File: src/rtl/wb_pkg.sv
// Shared types and constants for the writeback stage and its
// pending-write scoreboard.
package wb_pkg;

    typedef logic [4:0]  reg_idx_t;
    typedef logic [63:0] data_t;
    typedef logic [1:0]  sb_cnt_t;

    localparam reg_idx_t XZR_IDX  = 5'd31;
    localparam int       NUM_REGS = 32;
    localparam sb_cnt_t  SB_MAX   = 2'd3;

    typedef struct packed {
        logic     valid;
        logic     reg_write;
        reg_idx_t rd;
        data_t    data;
    } mem_wb_t;

    function automatic logic tracked(input reg_idx_t r, input logic v);
        return v && (r != XZR_IDX);
    endfunction

endpackage

File: src/rtl/wb_scoreboard.sv
// Per-register pending-write counters with saturation, sticky error
// and busy lookup. WB_BYPASS_EN masks busy on a same-cycle final retire.
module wb_scoreboard
    import wb_pkg::*;
(
    input  logic       clk,
    input  logic       reset,
    input  logic       issue_en,
    input  logic [4:0] issue_rd,
    input  logic       retire_en,
    input  logic [4:0] retire_rd,
    input  logic       squash_en,
    input  logic [4:0] squash_rd,
    input  logic [4:0] rs1,
    input  logic [4:0] rs2,
    output logic       rs1_busy,
    output logic       rs2_busy,
    output logic       sb_error
);

    sb_cnt_t             cnt     [NUM_REGS];
    sb_cnt_t             cnt_nxt [NUM_REGS];
    logic [NUM_REGS-1:0] ovf;
    logic [NUM_REGS-1:0] unf;
    logic signed [3:0]   sum;
    logic                iss;
    logic                ret;
    logic                sqh;
    logic                hit_i;
    logic                hit_r;
    logic                hit_s;

    assign iss = tracked(issue_rd, issue_en);
    assign ret = tracked(retire_rd, retire_en);
    assign sqh = tracked(squash_rd, squash_en);

    always_comb begin
        ovf = '0;
        unf = '0;
        sum = '0;
        hit_i = 1'b0;
        hit_r = 1'b0;
        hit_s = 1'b0;
        for (int i = 0; i < NUM_REGS; i++) begin
            hit_i = iss && (issue_rd == reg_idx_t'(i));
            hit_r = ret && (retire_rd == reg_idx_t'(i));
            hit_s = sqh && (squash_rd == reg_idx_t'(i));
            sum = signed'({2'b00, cnt[i]})
                + signed'({3'b000, hit_i})
                - signed'({3'b000, hit_r})
                - signed'({3'b000, hit_s});
            cnt_nxt[i] = sum[1:0];
            unique case (1'b1)
                (sum > 4'sd3): begin
                    cnt_nxt[i] = SB_MAX;
                    ovf[i] = 1'b1;
                end
                (sum < 4'sd0): begin
                    cnt_nxt[i] = '0;
                    unf[i] = 1'b1;
                end
                default: ;
            endcase
            if (reg_idx_t'(i) == XZR_IDX) begin
                cnt_nxt[i] = '0;
                ovf[i] = 1'b0;
                unf[i] = 1'b0;
            end
        end
    end

    always_ff @(posedge clk) begin
        if (reset) begin
            for (int i = 0; i < NUM_REGS; i++) begin
                cnt[i] <= '0;
            end
            sb_error <= 1'b0;
        end else begin
            cnt <= cnt_nxt;
            sb_error <= sb_error | (|ovf) | (|unf);
        end
    end

    logic rs1_byp;
    logic rs2_byp;

`ifdef WB_BYPASS_EN
    // Falling-edge regfile write makes the last retire visible this cycle
    assign rs1_byp = ret && (retire_rd == rs1) && (cnt[rs1] == 2'd1);
    assign rs2_byp = ret && (retire_rd == rs2) && (cnt[rs2] == 2'd1);
`else
    assign rs1_byp = 1'b0;
    assign rs2_byp = 1'b0;
`endif

    assign rs1_busy = (rs1 != XZR_IDX) && (cnt[rs1] != '0) && !rs1_byp;
    assign rs2_busy = (rs2 != XZR_IDX) && (cnt[rs2] != '0) && !rs2_byp;

endmodule

File: src/rtl/writeback_unit.sv
// MEM/WB register, result select and register-file write port, plus
// the pending-write scoreboard (optional WB_BYPASS_EN busy masking).
module writeback_unit
    import wb_pkg::*;
(
    input  logic        clk,
    input  logic        reset,
    input  logic        mem_valid,
    input  logic [4:0]  mem_rd,
    input  logic        mem_reg_write,
    input  logic        mem_to_reg,
    input  logic [63:0] alu_result,
    input  logic [63:0] load_data,
    input  logic        wb_hold,
    input  logic        issue_valid,
    input  logic [4:0]  issue_rd,
    input  logic        issue_reg_write,
    input  logic        squash_valid,
    input  logic [4:0]  squash_rd,
    input  logic [4:0]  rs1,
    input  logic [4:0]  rs2,
    output logic [4:0]  WriteRegister,
    output logic [63:0] WriteData,
    output logic        RegWrite,
    output logic        rs1_busy,
    output logic        rs2_busy,
    output logic        sb_error
);

    mem_wb_t wb_q;
    mem_wb_t wb_d;

    always_comb begin
        wb_d = wb_q;
        if (!wb_hold) begin
            wb_d.valid     = mem_valid;
            wb_d.reg_write = mem_reg_write;
            wb_d.rd        = mem_rd;
            wb_d.data      = mem_to_reg ? load_data : alu_result;
        end
    end

    always_ff @(posedge clk) begin
        if (reset) begin
            wb_q <= '0;
        end else begin
            wb_q <= wb_d;
        end
    end

    assign RegWrite = wb_q.valid && wb_q.reg_write
                   && (wb_q.rd != XZR_IDX) && !wb_hold;
    assign WriteRegister = wb_q.rd;
    assign WriteData     = wb_q.data;

    wb_scoreboard u_sb (
        .clk       (clk),
        .reset     (reset),
        .issue_en  (issue_valid && issue_reg_write),
        .issue_rd  (issue_rd),
        .retire_en (RegWrite),
        .retire_rd (WriteRegister),
        .squash_en (squash_valid),
        .squash_rd (squash_rd),
        .rs1       (rs1),
        .rs2       (rs2),
        .rs1_busy  (rs1_busy),
        .rs2_busy  (rs2_busy),
        .sb_error  (sb_error)
    );

endmodule

File: config.mk
export PLATFORM = sky130hd
export DESIGN_NAME = writeback_unit
export DESIGN_NICKNAME = d
export VERILOG_FILES = /design/src/rtl/wb_pkg.sv /design/src/rtl/wb_scoreboard.sv /design/src/rtl/writeback_unit.sv
export SDC_FILE = /design/constraint.sdc
export NUM_CORES = 1
export LEC_CHECK = 0
export CAP_MARGIN = 5
export CELL_PAD_IN_SITES_DETAIL_PLACEMENT = 1
export CELL_PAD_IN_SITES_GLOBAL_PLACEMENT = 1
export CORE_AREA = 8 8 136 232
export DETAILED_ROUTE_END_ITERATION = 6
export DIE_AREA = 0 0 144 240
export PLACE_DENSITY = 0.85
export SKIP_LAST_GASP = 1
export SLEW_MARGIN = 20
export SYNTH_ARGS = -nofsm -noshare
export SYNTH_HDL_FRONTEND = slang
export SYNTH_SLANG_ARGS = --single-unit
File: constraint.sdc
create_clock -name clk -period 2.6 [get_ports clk]
set_input_delay 0.26 -clock clk [delete_from_list [all_inputs] [get_ports clk]]
set_output_delay 0.26 -clock clk [all_outputs]
set_load 0.1 [all_outputs]
==> impl_metrics.env, run 1 <==
export IMPL_result_of_the_run="complete, but fails checks"
export IMPL_failed_checks="setup timing"
export IMPL_post_synth_instance_area_mm2=0.00919
export IMPL_antennaDiodeCount=0
export IMPL_design_die_area_mm2=0.0346
export IMPL_pwr_share_comb_pct=24.9
export IMPL_design_core_area_mm2=0.0284
export IMPL_clkSlewWorstSetupHoldPaths_ns=0.06
export IMPL_clk_root_buffer_cell="sky130_fd_sc_hd__clkbuf_16"
export IMPL_power_density_mw_per_mm2=469
export IMPL_top_layer="met5"
export IMPL_maxClockFrequency_mhz=356
export IMPL_worst_path_largest_cell_delay_ns=0.59
export IMPL_place_inst=1795
export IMPL_antenna_violations_before_repair=1
export IMPL_last_weighted_congestion_value_of_the_routability_driven_placer=0.937
export IMPL_worst_path_max_delay_cell="sky130_fd_sc_hd__clkdlybuf4s50_1"
export IMPL_reg2reg_to="u_sb.sb_error"
export IMPL_post_route_period_util_pct=108
export IMPL_stdcell_area_mm2=0.0137
export IMPL_path_max_fanout=5
export IMPL_startpoint_type="input pin"
export IMPL_share_clk_of_total_power_pct=41.1
export IMPL_cp_buf_inv_count=3
export IMPL_io_pin_count=235
export IMPL_wl_met1_um=12700
export IMPL_totalNegativeSetupSlack_ns=-0.206
export IMPL_endpoint_kind="flop"
export IMPL_commonest_cells_after_routing_fill_and_taps_aside="sky130_fd_sc_hd__buf_4 (257), sky130_fd_sc_hd__nor2_1 (244), sky130_fd_sc_hd__clkdlybuf4s50_1 (151), sky130_fd_sc_hd__a21oi_1 (130), sky130_fd_sc_hd__dfxtp_1 (129)"
export IMPL_holdCritPathClass="in2reg"
export IMPL_hold_ws_ns=0.250
export IMPL_detail_route_iter0_violations=358
export IMPL_post_route_cells_drive_above_1_share_pct=27.8
export IMPL_power_share_sequential_pct=34.0
export IMPL_sw_frac_of_total_pct=31.9
export IMPL_avgRoutedWirePerCell_um=21.2
export IMPL_grt_start_max_net_pins=81
export IMPL_report_final_hold_viol_count=0
export IMPL_cp_arrival_ns=3.12
export IMPL_holdCritStartpoint="wb_hold"
export IMPL_cts_buffer_depth=2
export IMPL_placement_setup_worst_slack_ns=-0.901
export IMPL_num_vias=9586
export IMPL_syn_avg_cell_area_um2=8.16
export IMPL_unrepaired_setup_endpoints_after_global_routing="yes"
export IMPL_finish_utilization_pct=48.4
export IMPL_layout_cells_most_common="sky130_fd_sc_hd__buf_4"
export IMPL_final_min_clock_period_ns=2.81
export IMPL_setup_viol=1
export IMPL_crit_chain="clkdlybuf4s50_1 > nand2_1 > buf_4 > nor2_1 > buf_4 > nand2_1 > fa_1 > nor2_1 > xnor2_1 > nand4_1 > nor4_1 > a31oi_1"
export IMPL_synth_warnings=0
export IMPL_die_h_um=240
export IMPL_r2r_start="wb_q[69]"
export IMPL_fp_dieW_um=144
export IMPL_irDropWorstVdd_uv=390
export IMPL_clk_latency_ns=0.44
export IMPL_clock_skew_ns=0.0109
export IMPL_min_delay_worst_endpoint="wb_q[69]"
export IMPL_synth_ff_type="sky130_fd_sc_hd__dfxtp_1"
export IMPL_place_port_buffers=234
export IMPL_synth_edff_count=0
export IMPL_r2r_worst_path_cells=12
export IMPL_detailed_place_hpwl_um=29100
export IMPL_cts_tree="built"
export IMPL_critical_setup_path_class="in2reg"
export IMPL_tightest_slew_ns=0.767
export IMPL_routed_wirelength_um=39000
export IMPL_leakage_nw=6.17
export IMPL_cts_htree_levels=4
export IMPL_route_detailed_vias_per_inst=5.20
export IMPL_global_route_overflow_total=0
export IMPL_cts_buffers=17
export IMPL_met2RoutedLength_um=21100
export IMPL_tritoncts_sink_count=134
export IMPL_placement_rows=82
export IMPL_ff2ff_setup_slack_ns=-0.17
export IMPL_hold_buffers=0
export IMPL_worst_path_dominant_cell_family="simple AND/OR/NAND/NOR gates"
export IMPL_grt_pass1_vias=11075
export IMPL_ys_types=50
export IMPL_synth_net_count=1397
export IMPL_relSlewSlack_pct=48.9
export IMPL_finalPower_mw=6.44
export IMPL_drcViolationCount=0
export IMPL_placed_area_mm2=0.0125
export IMPL_layout_area_overhead_vs_synth_pct=49.6
export IMPL_grtUsageTotal_pct=22.8
export IMPL_first_pass_iters=5
export IMPL_p_int_mw=4.39
export IMPL_net_switching_power_mw=2.06
export IMPL_min_delay_path_depth=4
export IMPL_antenna_violating_nets_post_route=0
export IMPL_synthesized_instance_count=1126
export IMPL_max_capacitance_violation_count=0
export IMPL_synth_async_reset_ratio_pct=0
export IMPL_critical_path_required_ns=2.92
export IMPL_synth_seq_cells=134
export IMPL_detailed_route_wirelength_on_metal3_um=2130
export IMPL_num_nets_final=1724
export IMPL_layout_cells_non_filler=1844
export IMPL_synth_seq_area_share_pct=29.2
export IMPL_fin_ws_ns=-0.206
export IMPL_final_max_slew_viol_count=0
export IMPL_starting_density_pct=32.3
export IMPL_grt_pass1_wl_um=59600
## flip-flops by register name, indices dropped and copies added, names as in the netlist
signal and count:
WriteData 64, WriteRegister 5, u_sb.sb_error 1, wb_q 2
u_sb.cnt 62
## worst max path at each step
stage / startpoint / end / slack, ns / cells past startpoint
finish: squash_rd[4] / u_sb.sb_error / -0.21 / 12
global route: wb_q[69] / u_sb.sb_error / -0.25 / 14
CTS: wb_q[69] / u_sb.sb_error / -0.10 / 13
detailed placement: issue_valid / u_sb.sb_error / -0.90 / 15
global placement: issue_rd[1] / u_sb.sb_error / -0.73 / 13
floorplan: wb_q[70] / u_sb.sb_error / 0.0004 / 12
## worst register-to-register path: cells and delay by family (launching register included)
family	cells	cell delay, ns
and+or+nand+nor	7	1.27
adders and majority gates	1	0.47
DFF	1	0.33
buffers and inverters	2	0.24
xor gates and xnor gates	1	0.21
AOI/OAI and AO/OA	1	0.13
## power groups by stage
stage | logic (mW) | clock network, mW | registers, mW
4_1_cts | 1.59 | 2.68 | 2.19
6_report | 1.61 | 2.65 | 2.19
5_1_grt | 1.69 | 2.77 | 2.20
3_3_place_gp | 1.52 | 0 | 2.23
2_1_floorplan | 1.02 | 0 | 2.23
3_5_place_dp | 1.56 | 0 | 2.23
## cells in the mapped netlist, types with 7 or more instances
| cell type | instances | area [µm²] |
|---|---|---|
| sky130_fd_sc_hd__mux2i_1 | 71 | 711 |
| sky130_fd_sc_hd__a21oi_1 | 131 | 656 |
| sky130_fd_sc_hd__nand2b_1 | 7 | 43.8 |
| sky130_fd_sc_hd__nor2b_1 | 16 | 100 |
| sky130_fd_sc_hd__dfxtp_1 | 134 | 2680 |
| sky130_fd_sc_hd__xnor2_1 | 17 | 149 |
| sky130_fd_sc_hd__ha_1 | 70 | 876 |
| sky130_fd_sc_hd__nor2_1 | 269 | 1010 |
| sky130_fd_sc_hd__o22ai_1 | 18 | 113 |
| sky130_fd_sc_hd__buf_1 | 13 | 48.8 |
| sky130_fd_sc_hd__inv_1 | 22 | 82.6 |
| sky130_fd_sc_hd__buf_4 | 69 | 518 |
| sky130_fd_sc_hd__nor3_1 | 31 | 155 |
| sky130_fd_sc_hd__clkbuf_1 | 28 | 105 |
| sky130_fd_sc_hd__nand2_1 | 97 | 364 |
| sky130_fd_sc_hd__buf_2 | 9 | 45.0 |
| sky130_fd_sc_hd__o21ai_0 | 15 | 75.1 |
| sky130_fd_sc_hd__fa_1 | 39 | 781 |
## repair_timing
item / in CTS / in global routing
pin swaps: 21 / 26
setup buffers: 14 / 5
gates resized for setup: 70 / 63
setup endpoints to repair: 3 / 9
## cells by family after synthesis
group	synth area share (%)
AOI/OAI and AO/OA	11.6
xor gates and xnor gates	2.00
adders and majority gates	18.0
buffers and inverters	9.07
DFF	29.2
muxes	10.0
and+or+nand+nor	20.1
## routing by layer
layer  track usage [%]  vias to the layer above
li1                  -                     4394
met2              42.9                      377
met5                 0                        -
met4              17.1                        2
met3              5.65                      160
met1              20.3                     4653
## area by class of cell
type                       count  area, µm²
sequential                   134       2690
clock inverter                12        176
fill                        3306      14700
clock buffer                  20        457
tap                          378        473
timing repair buffer         430       3760
inverter                      22       82.6
multi-input combinational    848       6110
Note: power is estimated with default switching activity, not from simulation.
==> run 2, diff against run 1 <==
Settings changed: SLEW_MARGIN 20 to not set.
==> results of run 2 <==
Final layout, timing and power as in run 1 (identical DEF).
